--- config.mk ---
export PLATFORM = sky130hd
export DESIGN_NAME = picorv_print_uart
export DESIGN_NICKNAME = d
export VERILOG_FILES = /design/src/rtl/print_uart_pkg.sv /design/src/rtl/print_fifo.sv /design/src/rtl/picorv_print_uart.sv
export SDC_FILE = /design/constraint.sdc
export NUM_CORES = 1
export LEC_CHECK = 0
export BUFFER_PORTS_ARGS = -buffer_cell sky130_fd_sc_hd__buf_4
export CAP_MARGIN = 20
export CORE_UTILIZATION = 29
export DETAILED_ROUTE_END_ITERATION = 10
export PLACE_DENSITY = 0.45
export SKIP_LAST_GASP = 1
export SYNTH_ARGS = -nofsm -noshare
export SYNTH_HDL_FRONTEND = slang
export SYNTH_SLANG_ARGS = --single-unit
--- constraint.sdc ---
create_clock -name clk -period 8.25 [get_ports clk]
set_input_delay 1.65 -clock clk [delete_from_list [all_inputs] [get_ports clk]]
set_output_delay 1.65 -clock clk [all_outputs]
set_load 0.01 [all_outputs]
--- src/rtl/print_uart_pkg.sv ---
// Shared types and bus layout for the print_out UART bridge.
package print_uart_pkg;

  typedef enum logic [1:0] {IDLE, START, DATA, STOP} tx_state_t;

  localparam int unsigned PRINT_STROBE_BIT = 48;
  localparam int unsigned PRINT_W          = 49;
  localparam int unsigned CHAR_W           = 8;

endpackage

--- src/rtl/print_fifo.sv ---
// Synchronous first-word-fall-through FIFO; level is one bit wider than the pointers.
module print_fifo #(
  parameter int unsigned DEPTH = 16,
  parameter int unsigned WIDTH = 8
) (
  input  logic                     clk,
  input  logic                     resetn,
  input  logic                     wr_en,
  input  logic [WIDTH-1:0]         wr_data,
  input  logic                     rd_en,
  output logic [WIDTH-1:0]         rd_data,
  output logic [$clog2(DEPTH):0]   level
);

  localparam int unsigned PW = $clog2(DEPTH);
  localparam int unsigned LW = PW + 1;
  localparam logic [LW-1:0] FULL_LEVEL = LW'(DEPTH);

  logic [WIDTH-1:0] mem_q [DEPTH];
  logic [PW-1:0]    wr_ptr_q, rd_ptr_q;
  logic [LW-1:0]    level_q;
  logic             do_wr, do_rd;

  assign do_wr   = wr_en && (level_q != FULL_LEVEL);
  assign do_rd   = rd_en && (level_q != '0);
  assign rd_data = mem_q[rd_ptr_q];
  assign level   = level_q;

  always_ff @(posedge clk) begin
    if (do_wr) begin
      mem_q[wr_ptr_q] <= wr_data;
    end
  end

  // Pointers wrap naturally because DEPTH is a power of two.
  always_ff @(posedge clk) begin
    if (!resetn) begin
      wr_ptr_q <= '0;
      rd_ptr_q <= '0;
      level_q  <= '0;
    end else begin
      if (do_wr) wr_ptr_q <= wr_ptr_q + 1'b1;
      if (do_rd) rd_ptr_q <= rd_ptr_q + 1'b1;
      if (do_wr && !do_rd) begin
        level_q <= level_q + 1'b1;
      end else if (do_rd && !do_wr) begin
        level_q <= level_q - 1'b1;
      end
    end
  end

endmodule

--- src/rtl/picorv_print_uart.sv ---
// Captures print_out character strobes into a FIFO and sends them as 8N1 UART.
module picorv_print_uart
  import print_uart_pkg::*;
#(
  parameter int unsigned DEPTH        = 16,
  parameter int unsigned CLKS_PER_BIT = 868
) (
  input  logic                   clk,
  input  logic                   resetn,
  input  logic [PRINT_W-1:0]     print_in,
  output logic                   uart_txd,
  output logic [$clog2(DEPTH):0] fifo_level,
  output logic                   busy,
  output logic                   overflow,
  output logic [15:0]            drop_count
);

  localparam int unsigned LW = $clog2(DEPTH) + 1;
  localparam int unsigned TW = $clog2(CLKS_PER_BIT);
  localparam logic [LW-1:0] FULL_LEVEL = LW'(DEPTH);
  localparam logic [TW-1:0] TIMER_LOAD = TW'(CLKS_PER_BIT - 1);

  logic              strobe, accept, drop, fifo_empty, pop;
  logic [CHAR_W-1:0] char_in, fifo_rd_data;
  logic              unused_print_bits;

  tx_state_t         state_q, state_d;
  logic [TW-1:0]     timer_q, timer_d;
  logic [2:0]        bit_cnt_q, bit_cnt_d;
  logic [CHAR_W-1:0] shift_q, shift_d;
  logic              txd_q, txd_d;
  logic              overflow_q;
  logic [15:0]       drop_count_q;

  assign strobe            = print_in[PRINT_STROBE_BIT];
  assign char_in           = print_in[CHAR_W-1:0];
  assign unused_print_bits = ^print_in[PRINT_STROBE_BIT-1:CHAR_W];

  // Full check uses the registered level, so a same-edge pop never rescues a write.
  assign accept     = strobe && (fifo_level != FULL_LEVEL);
  assign drop       = strobe && (fifo_level == FULL_LEVEL);
  assign fifo_empty = (fifo_level == '0);

  print_fifo #(
    .DEPTH (DEPTH),
    .WIDTH (CHAR_W)
  ) u_fifo (
    .clk     (clk),
    .resetn  (resetn),
    .wr_en   (accept),
    .wr_data (char_in),
    .rd_en   (pop),
    .rd_data (fifo_rd_data),
    .level   (fifo_level)
  );

  always_ff @(posedge clk) begin
    if (!resetn) begin
      overflow_q   <= 1'b0;
      drop_count_q <= '0;
    end else if (drop) begin
      overflow_q <= 1'b1;
      if (drop_count_q != 16'hFFFF) drop_count_q <= drop_count_q + 16'd1;
    end
  end

  always_comb begin
    state_d   = state_q;
    timer_d   = timer_q;
    bit_cnt_d = bit_cnt_q;
    shift_d   = shift_q;
    pop       = 1'b0;
    unique case (state_q)
      IDLE: begin
        if (!fifo_empty) begin
          pop       = 1'b1;
          shift_d   = fifo_rd_data;
          bit_cnt_d = '0;
          timer_d   = TIMER_LOAD;
          state_d   = START;
        end
      end
      START: begin
        if (timer_q == '0) begin
          timer_d = TIMER_LOAD;
          state_d = DATA;
        end else begin
          timer_d = timer_q - 1'b1;
        end
      end
      DATA: begin
        if (timer_q == '0) begin
          timer_d   = TIMER_LOAD;
          shift_d   = shift_q >> 1;
          bit_cnt_d = bit_cnt_q + 3'd1;
          if (bit_cnt_q == 3'd7) state_d = STOP;
        end else begin
          timer_d = timer_q - 1'b1;
        end
      end
      STOP: begin
        if (timer_q == '0) begin
          if (!fifo_empty) begin
            pop       = 1'b1;
            shift_d   = fifo_rd_data;
            bit_cnt_d = '0;
            timer_d   = TIMER_LOAD;
            state_d   = START;
          end else begin
            state_d = IDLE;
          end
        end else begin
          timer_d = timer_q - 1'b1;
        end
      end
      default: state_d = IDLE;
    endcase

    // Line level follows the state being entered so the output is glitch-free.
    unique case (state_d)
      START:   txd_d = 1'b0;
      DATA:    txd_d = shift_d[0];
      default: txd_d = 1'b1;
    endcase
  end

  always_ff @(posedge clk) begin
    if (!resetn) begin
      state_q   <= IDLE;
      timer_q   <= '0;
      bit_cnt_q <= '0;
      shift_q   <= '0;
      txd_q     <= 1'b1;
    end else begin
      state_q   <= state_d;
      timer_q   <= timer_d;
      bit_cnt_q <= bit_cnt_d;
      shift_q   <= shift_d;
      txd_q     <= txd_d;
    end
  end

  assign uart_txd   = txd_q;
  assign busy       = (state_q != IDLE) || !fifo_empty;
  assign overflow   = overflow_q;
  assign drop_count = drop_count_q;

endmodule

==> flow_results.org, run 1 <==
** Floorplan
- Number of standard-cell rows in the floorplan :: 60
- Die area :: 28440 sq um
- In this run the standard cell core region covers 27100 sq um.
- Horizontal die dimension :: 168.6 microns
- From bottom edge to top edge, the die measures 168.6 microns.
- Starting utilization of the core area :: 29.71%
- 75 I/O pins were placed.

** Power
- Registers are responsible for 40.4% of the overall power.
- Summed over all cells, the static leakage comes to 3.123 nW.
- Maximum resistive drop on vdd :: 0.0001235 V
- Part of the total power dissipated in the clock network :: 31.0%
- Share of power burned in combinational logic :: 28.6%
- Total internal power :: 1.840 mW
- Ratio of total power to cell area :: 299.8 nW/um^2
- Post-layout total power :: 2.789 mW
- In this run switching power makes up 34.03% of total power.
- Summed over all nets, the switching power comes to 949.3 uW.

** Logic synthesis
- For this run, the leading register cell type out of synthesis is sky130_fd_sc_hd__edfxtp_1.
- The netlist uses 60 different library cells.
- The share of the Yosys chip area taken by registers is 62.15%.
- In the post-synthesis netlist, the cell with the most instances is sky130_fd_sc_hd__edfxtp_1.
- Most used standard cells in the synthesized netlist :: sky130_fd_sc_hd__edfxtp_1 (128), sky130_fd_sc_hd__nor2_1 (66), sky130_fd_sc_hd__dfxtp_1 (58)
- Of all cell types, the one taking the most synthesized area is sky130_fd_sc_hd__edfxtp_1.
- Counting flops with an async set or reset pin after synthesis yields a share of 0%.
- Number of nets in the synthesized netlist :: 631
- Count of yosys warnings during synthesis :: 0
- Number of flops mapped to enable cells by yosys :: 128
- After synthesis, the cell types taking the most area are sky130_fd_sc_hd__edfxtp_1 (48%), sky130_fd_sc_hd__dfxtp_1 (14%), sky130_fd_sc_hd__mux4_2 (8.7%).
- The top cell type by area accounts for 47.73% of the synthesized area.
- Mapped Avg Cell Area :: 14.38 sq um
- Number of standard cells after synthesis :: 560
- Number of flip-flops and latches in the synthesized netlist :: 186
- Summing every instance area after synthesis gives 8053 sq um.

** Route
- WL final :: 16980 microns
- Via count :: 4642
- The pre-antenna-repair detailed-routing pass consisted of 4 iterations.
- Violation count after the first detailed-routing iteration :: 298
- Via density per instance :: 4.751
- For this run, design rule violations remaining after detail routing come to 0.
- In this run the remaining antenna-violating nets after routing total 0.
- Dividing the detail-routed wire length by the instance count gives 17.37 microns.

** CTS
- The clock tree synthesis step divided the H-tree into 4 levels.
- For the worst-skew pair, the clock arrives at the later sink with an insertion delay of 440 ps.
- Post-cts gate resize count :: 0
- Clock tree from TritonCTS :: done
- Clock tree root driver cell :: sky130_fd_sc_hd__clkbuf_16
- Clock-pin slew was measured on the worst setup and hold paths at 80 ps.
- Number of hold buffers added after CTS :: 0
- Number of buffers inserted during clock tree synthesis :: 17
- Number of buffers added for setup after CTS :: 0
- CTS saw 186 sinks.
- The longest clock path from root to sink contains 2 buffers.

** Critical path
- Startpoint-to-endpoint class of the critical path :: in2reg
- STA classifies the critical path endpoint as a flip-flop.
- Category of the worst setup path launch point :: primary input
- Critical path data required time :: 8600 ps
- Data arrives at the worst endpoint at 4270 ps.
- Critical path fanouts, max :: 9

** Timing
- Setup total negative slack on the finished layout was measured at 0 ps.
- The final critical path takes up 47.43% of the cycle.
- RSZ-0062 raised after global routing :: false
- Timing would allow up to 255.6 MHz.
- Slew at the pin with the worst max-slew slack :: 1028 ps
- Largest clock skew in the final design :: 18.71 ps
- Number of max-slew violations in the final report :: 0
- The number of endpoints with negative hold slack in the final report came to 0.
- Setup Viol. Count Final :: 0
- WHS :: 473.1 ps
- Normalized max-slew margin :: 31.24%
- The worst path needs 3913 ps of the cycle, external delays included.

** Global routing
- The total overflow left after global routing is 0.
- The number of antenna violations at the first check in global routing is 0.
- Maximum number of pins on one net before global-route repair :: 33
- All-layer global routing usage :: 12.52%
- The first global-routing pass estimated 26450 microns of wire.
- Busiest grt layer :: met2
- For met2 alone, demand over resource in global routing was 20.73%.
- Met1 capacity usage during global routing :: 16.45%
- Global routing used 2.736% of the available met3 tracks.
- Number of global-route vias before repair :: 4622

** Place
- Final Wtd Congestion :: 0.7782
- In this run the cell area measured after placement is 8660 sq um.
- Port Buffers :: 34
- Sum of net half-perimeters after detailed placement :: 11160 microns

** Finish
- After the last flow step, the layout net total stands at 663.
- In the final layout, the multi-input gates occupy 2854 sq um.
- Filler cell count :: 2624
- Post-synthesis to final-layout area growth :: 15.55%
- Post-route cell area :: 9305 sq um
- Antenna Cells :: 0
- FF/Latch Area :: 5006 sq um
- Layout cells sized above 1 :: 20.50%

** Outcome
- The run finished with clean final reports.

** Job
- Max Cap Viol :: 0

** Hold path
- The min-delay analysis places its worst path in the category reg2reg.
[cells in the final DEF (no fill, tap or decap), drive strengths merged, types with 4 or more instances in the layout]
cell type,synthesis,layout
edfxtp,128,128
nor2,67,67
a21o,5,5
buf,16,39
mux2i,7,7
nand2,24,24
a211oi,10,10
nand4,7,7
xnor2,10,10
nand3,15,15
nor3,15,15
clkbuf,10,17
and2,9,9
a21oi,31,31
o21bai,4,4
clkinv,0,4
inv,13,24
o21ai,12,12
nor2b,4,4
mux4,37,37
xor2,15,15
ha,19,19
nand2b,5,5
dfxtp,58,58
[cells by family (layout without fill, tap and decap cells)]
family | Yosys count | after routing | synth area share, %
compound gates | 82 | 82 | 7.256
xor+xnor | 25 | 25 | 2.719
fa+ha+maj | 20 | 20 | 3.201
buf+inv | 39 | 84 | 2.657
flops | 186 | 186 | 62.15
mux | 44 | 44 | 11.50
simple gates | 164 | 164 | 10.52
[sequential cells by signal, summed over array words and instances, names as in the netlist, named ones only]
name and flops:
u_fifo.rd_ptr_q 4, overflow 1, bit_cnt_q 3, uart_txd 1, u_fifo.level 5, state_q 2, drop_count 16, u_fifo.wr_ptr_q 4
shift_q 8, u_fifo.mem_q 128, timer_q 10
[through the flow]
stage	instances	worst slack, ps	utilization, %
after global routing	977	4164	34.34
after global placement	944	3947	31.95
after floorplan	560	4506	-
after detailed placement	944	3921	31.95
final	977	4337	34.34
after CTS	976	4394	34.31
[power groups by stage]
stage,Combinational [mW],Clock (mW),Sequential (mW)
2_1_floorplan,0.631,0,1.14
3_3_place_gp,0.790,0,1.14
3_5_place_dp,0.801,0,1.15
4_1_cts,0.806,0.886,1.13
5_1_grt,0.885,0.927,1.14
6_report,0.797,0.865,1.13
[final cells by class]
cell class,count,area share (%)
flip-flops and latches,186,53.80
multi-input cells,335,30.67
well taps,372,5.002
clock buffers,17,4.572
repair buffers,39,3.146
clock inverters,15,2.286
inverters,13,0.5244
[per-layer routing]
metal	vias to the layer above	wire, microns
li1	2194	-
met2	67	8429
met3	9	458
met4	0	97
met1	2372	7990
met5	-	0
[worst paths after layout]
path,from,end,slack [ps],cells after the start
setup / recovery,print_in[48],u_fifo.level[4]$_SDFFE_PN0P_,4340,10
hold reg to reg,overflow$_SDFFE_PN0P_,overflow$_SDFFE_PN0P_,470,2
hold / removal,overflow$_SDFFE_PN0P_,overflow$_SDFFE_PN0P_,470,2
setup reg to reg,timer_q[0]$_SDFF_PN0_,u_fifo.level[4]$_SDFFE_PN0P_,4810,14
[critical path: stages]
cell and delay [ps]:
sky130_fd_sc_hd__buf_4 90, sky130_fd_sc_hd__a21boi_1 770, sky130_fd_sc_hd__ha_1 320, sky130_fd_sc_hd__inv_1 110
sky130_fd_sc_hd__fa_1 410, sky130_fd_sc_hd__a21o_1 190, sky130_fd_sc_hd__a21oi_1 180, sky130_fd_sc_hd__xnor2_1 90
sky130_fd_sc_hd__or3_1 300, sky130_fd_sc_hd__a21oi_1 150
(Power assumes the default switching activity.)
==> run 2, diff against run 1 <==
- clock period: 8.25 -> 3.7 ns (I/O delays scaled with it)
==> flow_results.org, run 2 (same netlist as run 1, synthesis figures left out) <==
** Floorplan
- Measured along the x axis, the die boundary spans 168.6 microns.
- Die H :: 168.6 microns
- I/O Pins :: 75
- The initial utilization of the core area, before any placement, comes to 29.71%.
- After floorplanning, the core was sized to cover 27100 sq um.
- The floorplan has 60 rows.
- The die covers 28440 sq um.

** Route
- The final layout contains routed wiring with a total length of 16830 microns.
- Post-route DRC violation count :: 0
- ANT nets after route :: 0
- Via density per instance :: 4.689
- Violation count after the first detailed-routing iteration :: 290
- Dividing the detail-routed wire length by the instance count gives 17.05 microns.
- Via count :: 4628
- For this run, the detailed router's first-pass iteration total came to 4.

** Global routing
- Number of global-route vias before repair :: 4792
- Entering global routing, the biggest net connects 28 pins.
- Global routing used 16.23% of the available met1 tracks.
- The first global-routing pass estimated 26920 microns of wire.
- All-layer global routing usage :: 12.52%
- Met3 demand-to-capacity share in global routing :: 2.782%
- The number of antenna violations at the first check in global routing came to 0.
- GR Util met2 :: 20.89%
- Overflow after GRT :: 0
- Busiest grt layer :: met2

** Critical path
- Startpoint-to-endpoint class of the critical path :: reg2reg
- Largest stage delay on the critical path :: 510 ps
- Crit path max-delay cell type :: sky130_fd_sc_hd__a41oi_1
- Critical path fanouts, max :: 5
- The worst setup path is captured at a flip-flop.
- Critical path arrival :: 3540 ps
- Category of the worst setup path launch point :: flip-flop
- CP Cell Sequence :: inv_1, ha_1, nor4b_4, a41oi_1, nor3_2, inv_1, ha_1, inv_1, fa_1, a21o_1, a21oi_1, xnor2_1, or3_1, a21oi_1
- Critical path data required time :: 4050 ps
- The cell family contributing the most delay on the critical path is compound AO/OA/AOI/OAI gates.
- Cell with the most instances on the worst path :: sky130_fd_sc_hd__inv_1
- Number of buffer and inverter stages on the critical path :: 3

** Outcome
- Status :: finished clean

** CTS
- The later pin in the worst-skew pair is clocked with a latency of 440 ps.
- Number of buffers inserted during clock tree synthesis :: 17
- Number of buffers added for setup after CTS :: 0
- Post-cts gate resize count :: 0
- Clock tree from TritonCTS :: done
- Clock slew at reported path FFs :: 80 ps
- Maximum clock insertion buffer count :: 2
- Clock tree root driver cell :: sky130_fd_sc_hd__clkbuf_16
- In this run, post-CTS hold repair placed 0 buffers.
- The clock drives 186 sinks.
- Count of H-tree levels built during CTS :: 4

** Timing
- Count of final hold-check violations :: 0
- Setup repair after global routing left no endpoint under its margin.
- Largest clock skew in the final design :: 16.89 ps
- Setup Viol. Count Final :: 0
- After layout, the worst path uses 86.15% of the clock period.
- Number of max-slew violations in the final report :: 0
- For this run, the top clock speed supported by timing is 313.7 MHz.
- Fin Setup TNS :: 0 ps
- Final period demand of the worst path :: 3187 ps
- Post-route worst setup slack :: 512.6 ps
- The worst pin sits at a relative slew slack of 33.81%.
- At the pin with the least slew margin, the transition time is 989.2 ps.

** Finish
- The top cell types in the final layout, fill and taps aside, are sky130_fd_sc_hd__edfxtp_1 (128), sky130_fd_sc_hd__nor2_1 (66), sky130_fd_sc_hd__dfxtp_1 (57), sky130_fd_sc_hd__buf_4 (49).
- The register with the most flip-flops in the layout has 128 of them.
- Compared with the post-synthesis result, the final layout area differs by 15.89%.
- Layout Nets :: 673
- Layout cells sized above 1 :: 21.14%
- u_fifo.mem_q holds more flip-flops than any other register.
- 0 antenna diodes ended up in the layout.
- Most common cell after layout, fill and taps aside :: sky130_fd_sc_hd__edfxtp_1

** Job
- Max-cap violations in this run came to 0.

** Place
- Detailed placement finished with a half-perimeter wire length of 11320 microns.
- The congestion estimate from routability-driven global placement came to 0.7751.
- Dpl ws :: 517.6 ps
- Buffers placed on the I/O ports in this run total 34.

** Power
- Ratio of total power to cell area :: 662.0 nW/um^2
- Total power for the finished layout comes to 6.178 mW.
- Maximum resistive drop on vdd :: 0.0003421 V
- Static leakage power :: 3.147 nW

** Hold path
- Path category of the worst min-delay check :: reg2reg
[run 2: cell types whose count changed in the layout (fill, tap and decap cells not counted)]
cell                       delta
sky130_fd_sc_hd__nor3_1       +4
sky130_fd_sc_hd__inv_12       -3
sky130_fd_sc_hd__inv_8        +1
sky130_fd_sc_hd__inv_16       -1
sky130_fd_sc_hd__buf_4       +10
sky130_fd_sc_hd__clkinv_8     +1
sky130_fd_sc_hd__nor3_2       -4
sky130_fd_sc_hd__clkinv_2     +1
sky130_fd_sc_hd__clkinv_4     +1
[run 2: power by group]
part	total (mW)	leakage, nW	internal, mW	switching [mW]
clock network	1.86	0.297	0.925	0.933
registers	2.52	1.63	2.37	0.149
logic	1.80	1.22	0.808	0.989
total	6.18	3.15	4.11	2.07
[run 2: area by class of cell]
class	instances	area, sq um
sequential	186	5006
inverter	13	48.80
multi-input combinational	335	2834
fill	2639	17770
tap	372	465.4
clock inverter	15	185.2
clock buffer	17	425.4
timing repair buffer	49	367.9
[run 2: worst paths after layout]
path,startpoint,to,slack [ps],depth (start not counted)
setup / recovery,timer_q[0]$_SDFF_PN0_,u_fifo.level[4]$_SDFFE_PN0P_,510,14
hold / removal,overflow$_SDFFE_PN0P_,overflow$_SDFFE_PN0P_,450,2
setup reg to reg,timer_q[0]$_SDFF_PN0_,u_fifo.level[4]$_SDFFE_PN0P_,510,14
hold reg to reg,overflow$_SDFFE_PN0P_,overflow$_SDFFE_PN0P_,450,2
[run 2: metal layers]
layer,part of all wire [%],up-vias
met5,0,-
met4,1.4,0
met3,2.2,13
met2,49,60
met1,48,2346
li1,-,2209
[run 2: metrics by stage]
step                hold slack (ps)  util, %  instances  cell area (sq um)
finish                        445.5    34.44        987               9333
global route                  472.9    34.44        987               9333
CTS                           451.8    34.44        987               9333
detailed placement            441.5    32.18        955               8722
global placement              435.5    32.18        955               8722
floorplan                     450.0        -        560               8053
[run 2: worst register-to-register path, delay by kind of cell, from the launching register on]
kind / cells / cell delay [ps]
flops: 1 / 390
fa+ha+maj: 3 / 810
compound gates: 4 / 1010
simple gates: 3 / 560
xor+xnor: 1 / 90
buf+inv: 3 / 260
